==> src/rtl/cnt_run_arbiter.sv <==
// cnt_run_arbiter: round-robin owner of a shared 1..5 run counter.
// Optional watchdog abort: define CNT_RUN_ARBITER_WDOG_EN.
module cnt_run_arbiter #(
  parameter int N_REQ       = 4,
  parameter int WDOG_CYCLES = 16
) (
  input  logic             clk,
  input  logic             rst_n,
  input  logic [N_REQ-1:0] req,
  output logic [N_REQ-1:0] gnt,
  output logic [N_REQ-1:0] done,
  output logic [N_REQ-1:0] err,
  output logic             busy,
  output logic             cnt_start,
  output logic             cnt_clr,
  input  logic [3:0]       cnt_q
);

  localparam int PW = $clog2(N_REQ);

  if (N_REQ < 2 || N_REQ > 8 || WDOG_CYCLES < 1) begin : g_cfg_err
    $error("cnt_run_arbiter: bad N_REQ or WDOG_CYCLES");
  end

  typedef enum logic [1:0] {
    S_IDLE,
    S_START,
    S_RUN,
    S_DONE
  } state_t;

  state_t           state_q, state_d;
  logic [N_REQ-1:0] gnt_q, gnt_d;
  logic [PW-1:0]    rr_q, rr_d;
  logic [PW-1:0]    win_q, win_d;
  logic [PW-1:0]    pick;
  logic             pick_vld;
  logic [PW-1:0]    next_ptr;
  logic             cnt_idle;
  logic             run_end;
  logic             abort;

  assign cnt_idle = (cnt_q == 4'd0);
  assign run_end  = (cnt_q == 4'd5);

`ifdef CNT_RUN_ARBITER_WDOG_EN
  localparam int WW = $clog2(WDOG_CYCLES + 1);

  logic [WW-1:0] wd_q;

  always_ff @(posedge clk) begin
    if (!rst_n || state_q == S_START) begin
      wd_q <= '0;
    end else if (state_q == S_RUN || state_q == S_DONE) begin
      wd_q <= wd_q + 1'b1;
    end
  end

  // fires on the WDOG_CYCLES-th cycle after START
  assign abort = (state_q == S_RUN) && !run_end &&
                 (wd_q == WW'(WDOG_CYCLES - 1));
`else
  assign abort = 1'b0;
`endif

  always_comb begin : p_arb
    int j;
    j        = 0;
    pick     = '0;
    pick_vld = 1'b0;
    for (int i = 0; i < N_REQ; i++) begin
      j = int'(rr_q) + i;
      if (j >= N_REQ) j = j - N_REQ;
      if (!pick_vld && req[j[PW-1:0]]) begin
        pick_vld = 1'b1;
        pick     = j[PW-1:0];
      end
    end
  end

  assign next_ptr = (win_q == PW'(N_REQ - 1)) ? '0
                  : win_q + 1'b1;

  always_comb begin
    state_d   = state_q;
    gnt_d     = gnt_q;
    rr_d      = rr_q;
    win_d     = win_q;
    cnt_start = 1'b0;
    cnt_clr   = 1'b0;
    done      = '0;
    err       = '0;
    unique case (state_q)
      S_IDLE: begin
        if (!cnt_idle) begin
          cnt_clr = 1'b1;
        end else if (pick_vld) begin
          gnt_d   = N_REQ'(1) << pick;
          win_d   = pick;
          state_d = S_START;
        end
      end
      S_START: begin
        cnt_start = 1'b1;
        state_d   = S_RUN;
      end
      S_RUN: begin
        if (run_end) begin
          state_d = S_DONE;
        end else if (abort) begin
          cnt_clr = 1'b1;
          err     = gnt_q;
          gnt_d   = '0;
          rr_d    = next_ptr;
          state_d = S_IDLE;
        end
      end
      S_DONE: begin
        done    = gnt_q;
        gnt_d   = '0;
        rr_d    = next_ptr;
        state_d = S_IDLE;
      end
      default: state_d = S_IDLE;
    endcase
  end

  always_ff @(posedge clk) begin
    if (!rst_n) begin
      state_q <= S_IDLE;
      gnt_q   <= '0;
      rr_q    <= '0;
      win_q   <= '0;
    end else begin
      state_q <= state_d;
      gnt_q   <= gnt_d;
      rr_q    <= rr_d;
      win_q   <= win_d;
    end
  end

  assign gnt  = gnt_q;
  assign busy = (state_q != S_IDLE);

endmodule

==> config.mk <==
export PLATFORM = sky130hd
export DESIGN_NAME = cnt_run_arbiter
export DESIGN_NICKNAME = d
export VERILOG_FILES = /design/src/rtl/cnt_run_arbiter.sv
export SDC_FILE = /design/constraint.sdc
export NUM_CORES = 1
export LEC_CHECK = 0
export ABC_CLOCK_PERIOD_IN_PS = 2000
export CAP_MARGIN = 20
export CORE_UTILIZATION = 44
export DETAILED_ROUTE_END_ITERATION = 16
export GPL_TIMING_DRIVEN = 0
export PLACE_DENSITY_LB_ADDON = 0.3
export REMOVE_ABC_BUFFERS = 1
export SKIP_LAST_GASP = 1
export SLEW_MARGIN = 30
export SYNTH_ARGS = -nofsm -noshare
export SYNTH_HDL_FRONTEND = slang
export SYNTH_SLANG_ARGS = --single-unit
==> constraint.sdc <==
create_clock -name clk -period 2 [get_ports clk]
set_input_delay 0.4 -clock clk [delete_from_list [all_inputs] [get_ports clk]]
set_output_delay 0.4 -clock clk [all_outputs]
set_load 0.005 [all_outputs]
After elaboration in Yosys (flattened, before gate mapping)
Index checks and enable logic that the tools add are counted.
{"block": "word_totals", "regBits": 10, "out_inout_bits": 15}
{"block": "op_classes", "addsub": 8, "magnitude_cmp": 8, "n_reduce_logical": 13, "shift": 1, "mux": 32, "n_eq_ne": 8}
{"operator": "$mux 2", "count": 12}
{"operator": "$lt 2x3->1 const B", "count": 4}
{"operator": "$mux 4", "count": 3}
{"operator": "$mux 1", "count": 11}
{"operator": "$ge 3x3->1 const B", "count": 3}
{"operator": "$reduce_and 3->1", "count": 3}
{"operator": "$bmux 1 s2", "count": 4}
{"operator": "$pmux 2 s4", "count": 1}
{"operator": "$pmux 4 s2", "count": 1}
{"operator": "$sub 2x1->2 const B", "count": 4}
{"operator": "$add 2x2->3 const B", "count": 2}
{"operator": "$eq 2x2->1 const B", "count": 3}
{"operator": "$ne 2x2->1 const B", "count": 3}
{"operator": "$eq 4x3->1 const B", "count": 1}
{"operator": "$logic_not 4->1", "count": 1}
{"operator": "$reduce_bool 2->1", "count": 2}
{"operator": "$shl 1x2->4 const A", "count": 1}
{"operator": "$add 2x1->3 const B", "count": 1}
{"operator": "$ge 2x3->1 const B", "count": 1}
{"operator": "$logic_and 1x1->1", "count": 3}
{"operator": "$logic_not 1->1", "count": 3}
{"operator": "$add 2x1->2 const B", "count": 1}
{"operator": "$eq 2x1->1 const B", "count": 1}
{"operator": "$logic_not 2->1", "count": 1}

Longest topological paths before layout
Gate-level depths: netlist (run 1).
{"block": "logic_depth", "ltp_word": 18, "depth_mapped": 6, "mapped_depth_nobuf": 6}

Least setup slack after synthesis (run 1)
Ideal clock, no wire load.
{"block": "synth_timing", "kind": "input to register", "start": "input port req[0]", "end": "register gnt_q[1] (netlist: gnt[1])", "setup_time_ps": 96, "stages": 4, "required_ps": 1904, "arrival_ps": 1480, "slack_ps": 424, "cell_sequence": "or4_1 > a311oi_2 > nand2_1 > o41ai_2"}
{"block": "synth_between", "elab_chain_len": 16}
{"element": "start: declaration", "line": "9", "rtl": "input logic [N_REQ-1:0] req,"}
{"element": "$bmux 1 s2", "line": "74", "rtl": "if (!pick_vld && req[j[PW-1:0]]) begin"}
{"element": "$mux 1 (implied by the code)", "line": "74"}
{"element": "$mux 1", "line": "74"}
{"element": "$logic_not 1->1", "line": "74"}
{"element": "$logic_and 1x1->1", "line": "74"}
{"element": "$mux 1", "line": "74"}
{"element": "$logic_not 1->1", "line": "74"}
{"element": "$logic_and 1x1->1", "line": "74"}
{"element": "$mux 1", "line": "74"}
{"element": "$logic_not 1->1", "line": "74"}
{"element": "$logic_and 1x1->1", "line": "74"}
{"element": "$mux 2", "line": "74"}
{"element": "$shl 1x2->4", "line": "98", "rtl": "gnt_d = N_REQ'(1) << pick;"}
{"element": "$mux 4", "line": "97", "rtl": "end else if (pick_vld) begin"}
{"element": "$mux 4", "line": "95", "rtl": "if (!cnt_idle) begin"}
{"element": "$pmux 4 s2", "line": "93", "rtl": "unique case (state_q)"}
{"element": "end signal: assignment", "line": "136", "rtl": "gnt_q <= gnt_d;"}
{"element": "end: declaration", "line": "33", "rtl": "logic [N_REQ-1:0] gnt_q, gnt_d;"}
Several ways; a longest one is shown, not always the timed one. The select of a mux whose other input is x is not followed.
A chain may end at the register's enable or synchronous reset.

Final worst setup path (run 1)
{"block": "layout_timing", "start": "input port cnt_q[0]", "end": "output port cnt_clr"}
{"block": "layout_between", "elab_chain_len": 3}
{"element": "start: declaration", "line": "16", "rtl": "input logic [3:0] cnt_q"}
{"element": "$logic_not 4->1", "line": "43", "rtl": "assign cnt_idle = (cnt_q == 4'd0);"}
{"element": "$mux 1", "line": "95"}
{"element": "$mux 1"}
{"element": "end: declaration", "line": "15", "rtl": "output logic cnt_clr,"}
No other way between the ends.

==> results.toml, run 1 <==
[cts]
clk_pin_slew_ns = 0.06
root_buffer = "clkbuf_4"
h-tree-depth = 1
hold_buffers = 0
clkLatencyLatePin_ns = 0.25
cts_tree = "yes"
clkSinkCount = 10
clk_path_buf_depth = 2
cts-buffers-inserted = 3

[synthesis]
yosys.area_share.simple_pct = 34.2
postSynthCellCount = 84
ys_seq_elements = 10
synth_ff_type = "dfxtp_1"
syn_area_um2 = 734
ys_top_cells_by_area = "dfxtp_1 27%, ha_1 8.5%, o41ai_2 4.4%"
yosysUniqueCellTypes = 33
synthAdderAreaFrac_pct = 8.52
synth_mux_area_share_pct = 2.73
yosys.area.top_type_share_pct = 27.3
synthXorXnorAreaFrac_pct = 0
yosys_warnings = 0
synth_async_sr_flop_share_pct = 0
synth-edff-count = 0
synth_common_cells = "10 x dfxtp_1, 7 x nand2_1, 7 x nor2_1, 5 x ha_1, 5 x nor2b_1"
yosys.area.top_type = "dfxtp_1"
synth_compound_area_share_pct = 20.1
synth.most_common_cell = "dfxtp_1"
ys_seq_area_share_pct = 27.3
synth_area_per_cell_um2 = 8.74
synth_top_family_by_area = "simple AND/OR/NAND/NOR gates"

[critical_path]
required_ns = 1.60
crit-reg2reg-capture = "gnt[1]"
crit_path_end_kind = "output pin"
crit_arrival_ns = 1.56
crit_fanout = 3
rr_worst_depth = 4
critPathLaunch = "cnt_q[0]"
worst-setup-path-type = "input pin to output pin"
r2r-start = "rr_q[0]"
cp-start-kind = "input pin"
crit_end = "cnt_clr"
r2r_slack_ns = 0.47

[floorplanning]
io_pins = 25
start_util_pct = 48.2
rows = 14
fp.dieH_um = 42.9
dieArea_um2 = 1840
die_w_um = 42.9
coreArea_um2 = 1520

[grt]
grtUsageTotal_pct = 17.0
grt_start_max_net_pins = 9
antenna_found_initial = 0
top_usage_layer = "met2"
met2_usage_pct = 27.3
grt_pass1_wl_um = 2400
grt_overflow_total = 0
use_met1_pct = 21.6
grt_util_met3_pct = 2.55
grt_pass1_vias = 596

[run_status]
status = "complete, no violations"

[routing]
via_per_inst = 5.46
first_iter_violations = 7
vias = 671
drt-pass1-iter-count = 4
wl_um = 1470
detail-route-antenna-nets = 0
route.detailed.drc = 0
wire_per_inst_um = 11.9

[pwr]
ir_drop_mv = 0.473
p_leak_nw = 0.380
finalPower_uw = 672
power_density_nw_per_um2 = 673

[cells_and_area]
stdcell_area_um2 = 998
post-route-util_pct = 65.5
num_antenna_cells = 0
final_layout_size_suffix_gt1_share_pct = 19.6
area_growth_pct = 35.9
finalNetCount = 124

[timing]
period_minus_slack_ns = 1.96
finalSetupViolations = 0
clock_skew_ns = 0.00182
rsz0062_at_grt = "yes"
timing.final.crit_share_pct = 98.1
drv_slew = 0
fmax_mhz = 510
hold_viol = 0
fin_hold_ws_ns = 0.476
tns_ns = 0

[worst_hold_path]
min_path_type = "flop to flop"

[placed_design]
port_buffers = 20
dp_hpwl_um = 1130
place_area_um2 = 932
gp_congestion = 0.881

[run]
cap_violations = 0
==> routing by layer <==
layer	part of all wire, %	vias up
met5	0	-
met4	1.8	0
met3	4.8	4
met2	46	26
met1	47	294
li1	-	347
==> through the flow <==
stage	cells	setup slack (ns)
after floorplan	82	0.424
after global placement	118	-0.189
after detailed placement	118	-0.201
after CTS	122	-0.0177
after global routing	123	-0.0297
final	123	0.0382
==> area by class of cell <==
class                           count  area (um^2)
Fill cell                         129          526
Multi-Input combinational cell     68          523
Timing Repair Buffer               22          215
Sequential cell                    10          203
Clock buffer                        3         22.5
Tap cell                           16         20.0
Inverter                            4         15.0
==> cells by family (layout without fill, tap and decap cells) <==
group / after synthesis / count (layout)
and+or+nand+nor: 40 / 40
adders and majority gates: 5 / 5
buffers and inverters: 9 / 29
other: 1 / 4
DFF: 10 / 10
muxes: 2 / 2
AOI/OAI and AO/OA: 17 / 17
==> registers in the layout, indices dropped and copies added, names as in the netlist <==
name	cells
rr_q	2
state_q	2
gnt	4
win_q	2
==> critical path: stages <==
cell	delay (ns)
clkdlybuf4s50_1	0.53
nor4_4	0.05
nor2_1	0.08
clkdlybuf4s50_1	0.50
==> cell usage in the layout (no fill, tap or decap), drive strengths merged, types with 4 or more instances in the layout <==
cell           instances
nor2b                  5
inv                    4
nor3                   4
ha                     5
nand2                  7
clkdlybuf4s50         17
conb                   4
and2                   5
dfxtp                 10
nor2                   7
==> worst min-delay path by stage <==
stage / to / from / slack, ns / depth (start not counted)
final: win_q[1] / win_q[1] / 0.48 / 2
after global routing: win_q[1] / win_q[1] / 0.50 / 2
after CTS: gnt[3] / gnt[3] / 0.48 / 2
after detailed placement: win_q[1] / win_q[1] / 0.46 / 2
after global placement: win_q[1] / win_q[1] / 0.45 / 2
after floorplan: win_q[1] / win_q[1] / 0.44 / 2
==> power by group <==
part	switching (mW)	total [mW]	internal, mW
clock	0.0618	0.131	0.0692
combinational	0.143	0.304	0.161
sequential	0.0203	0.237	0.217
==> timing repair <==
action | 4_1_cts | 5_1_grt
setup endpoints to repair | 6 | 7
setup buffers | 1 | 1
resized for setup | 9 | 2
pin swaps | 1 | 1
(Power assumes the default switching activity.)
==> run 2: changes to the inputs <==
Settings changed: ABC_AREA from default to 0, GPL_ROUTABILITY_DRIVEN from default to 1.
==> results of run 2 <==
No change in the layout: final DEF, timing and power equal those of run 1.
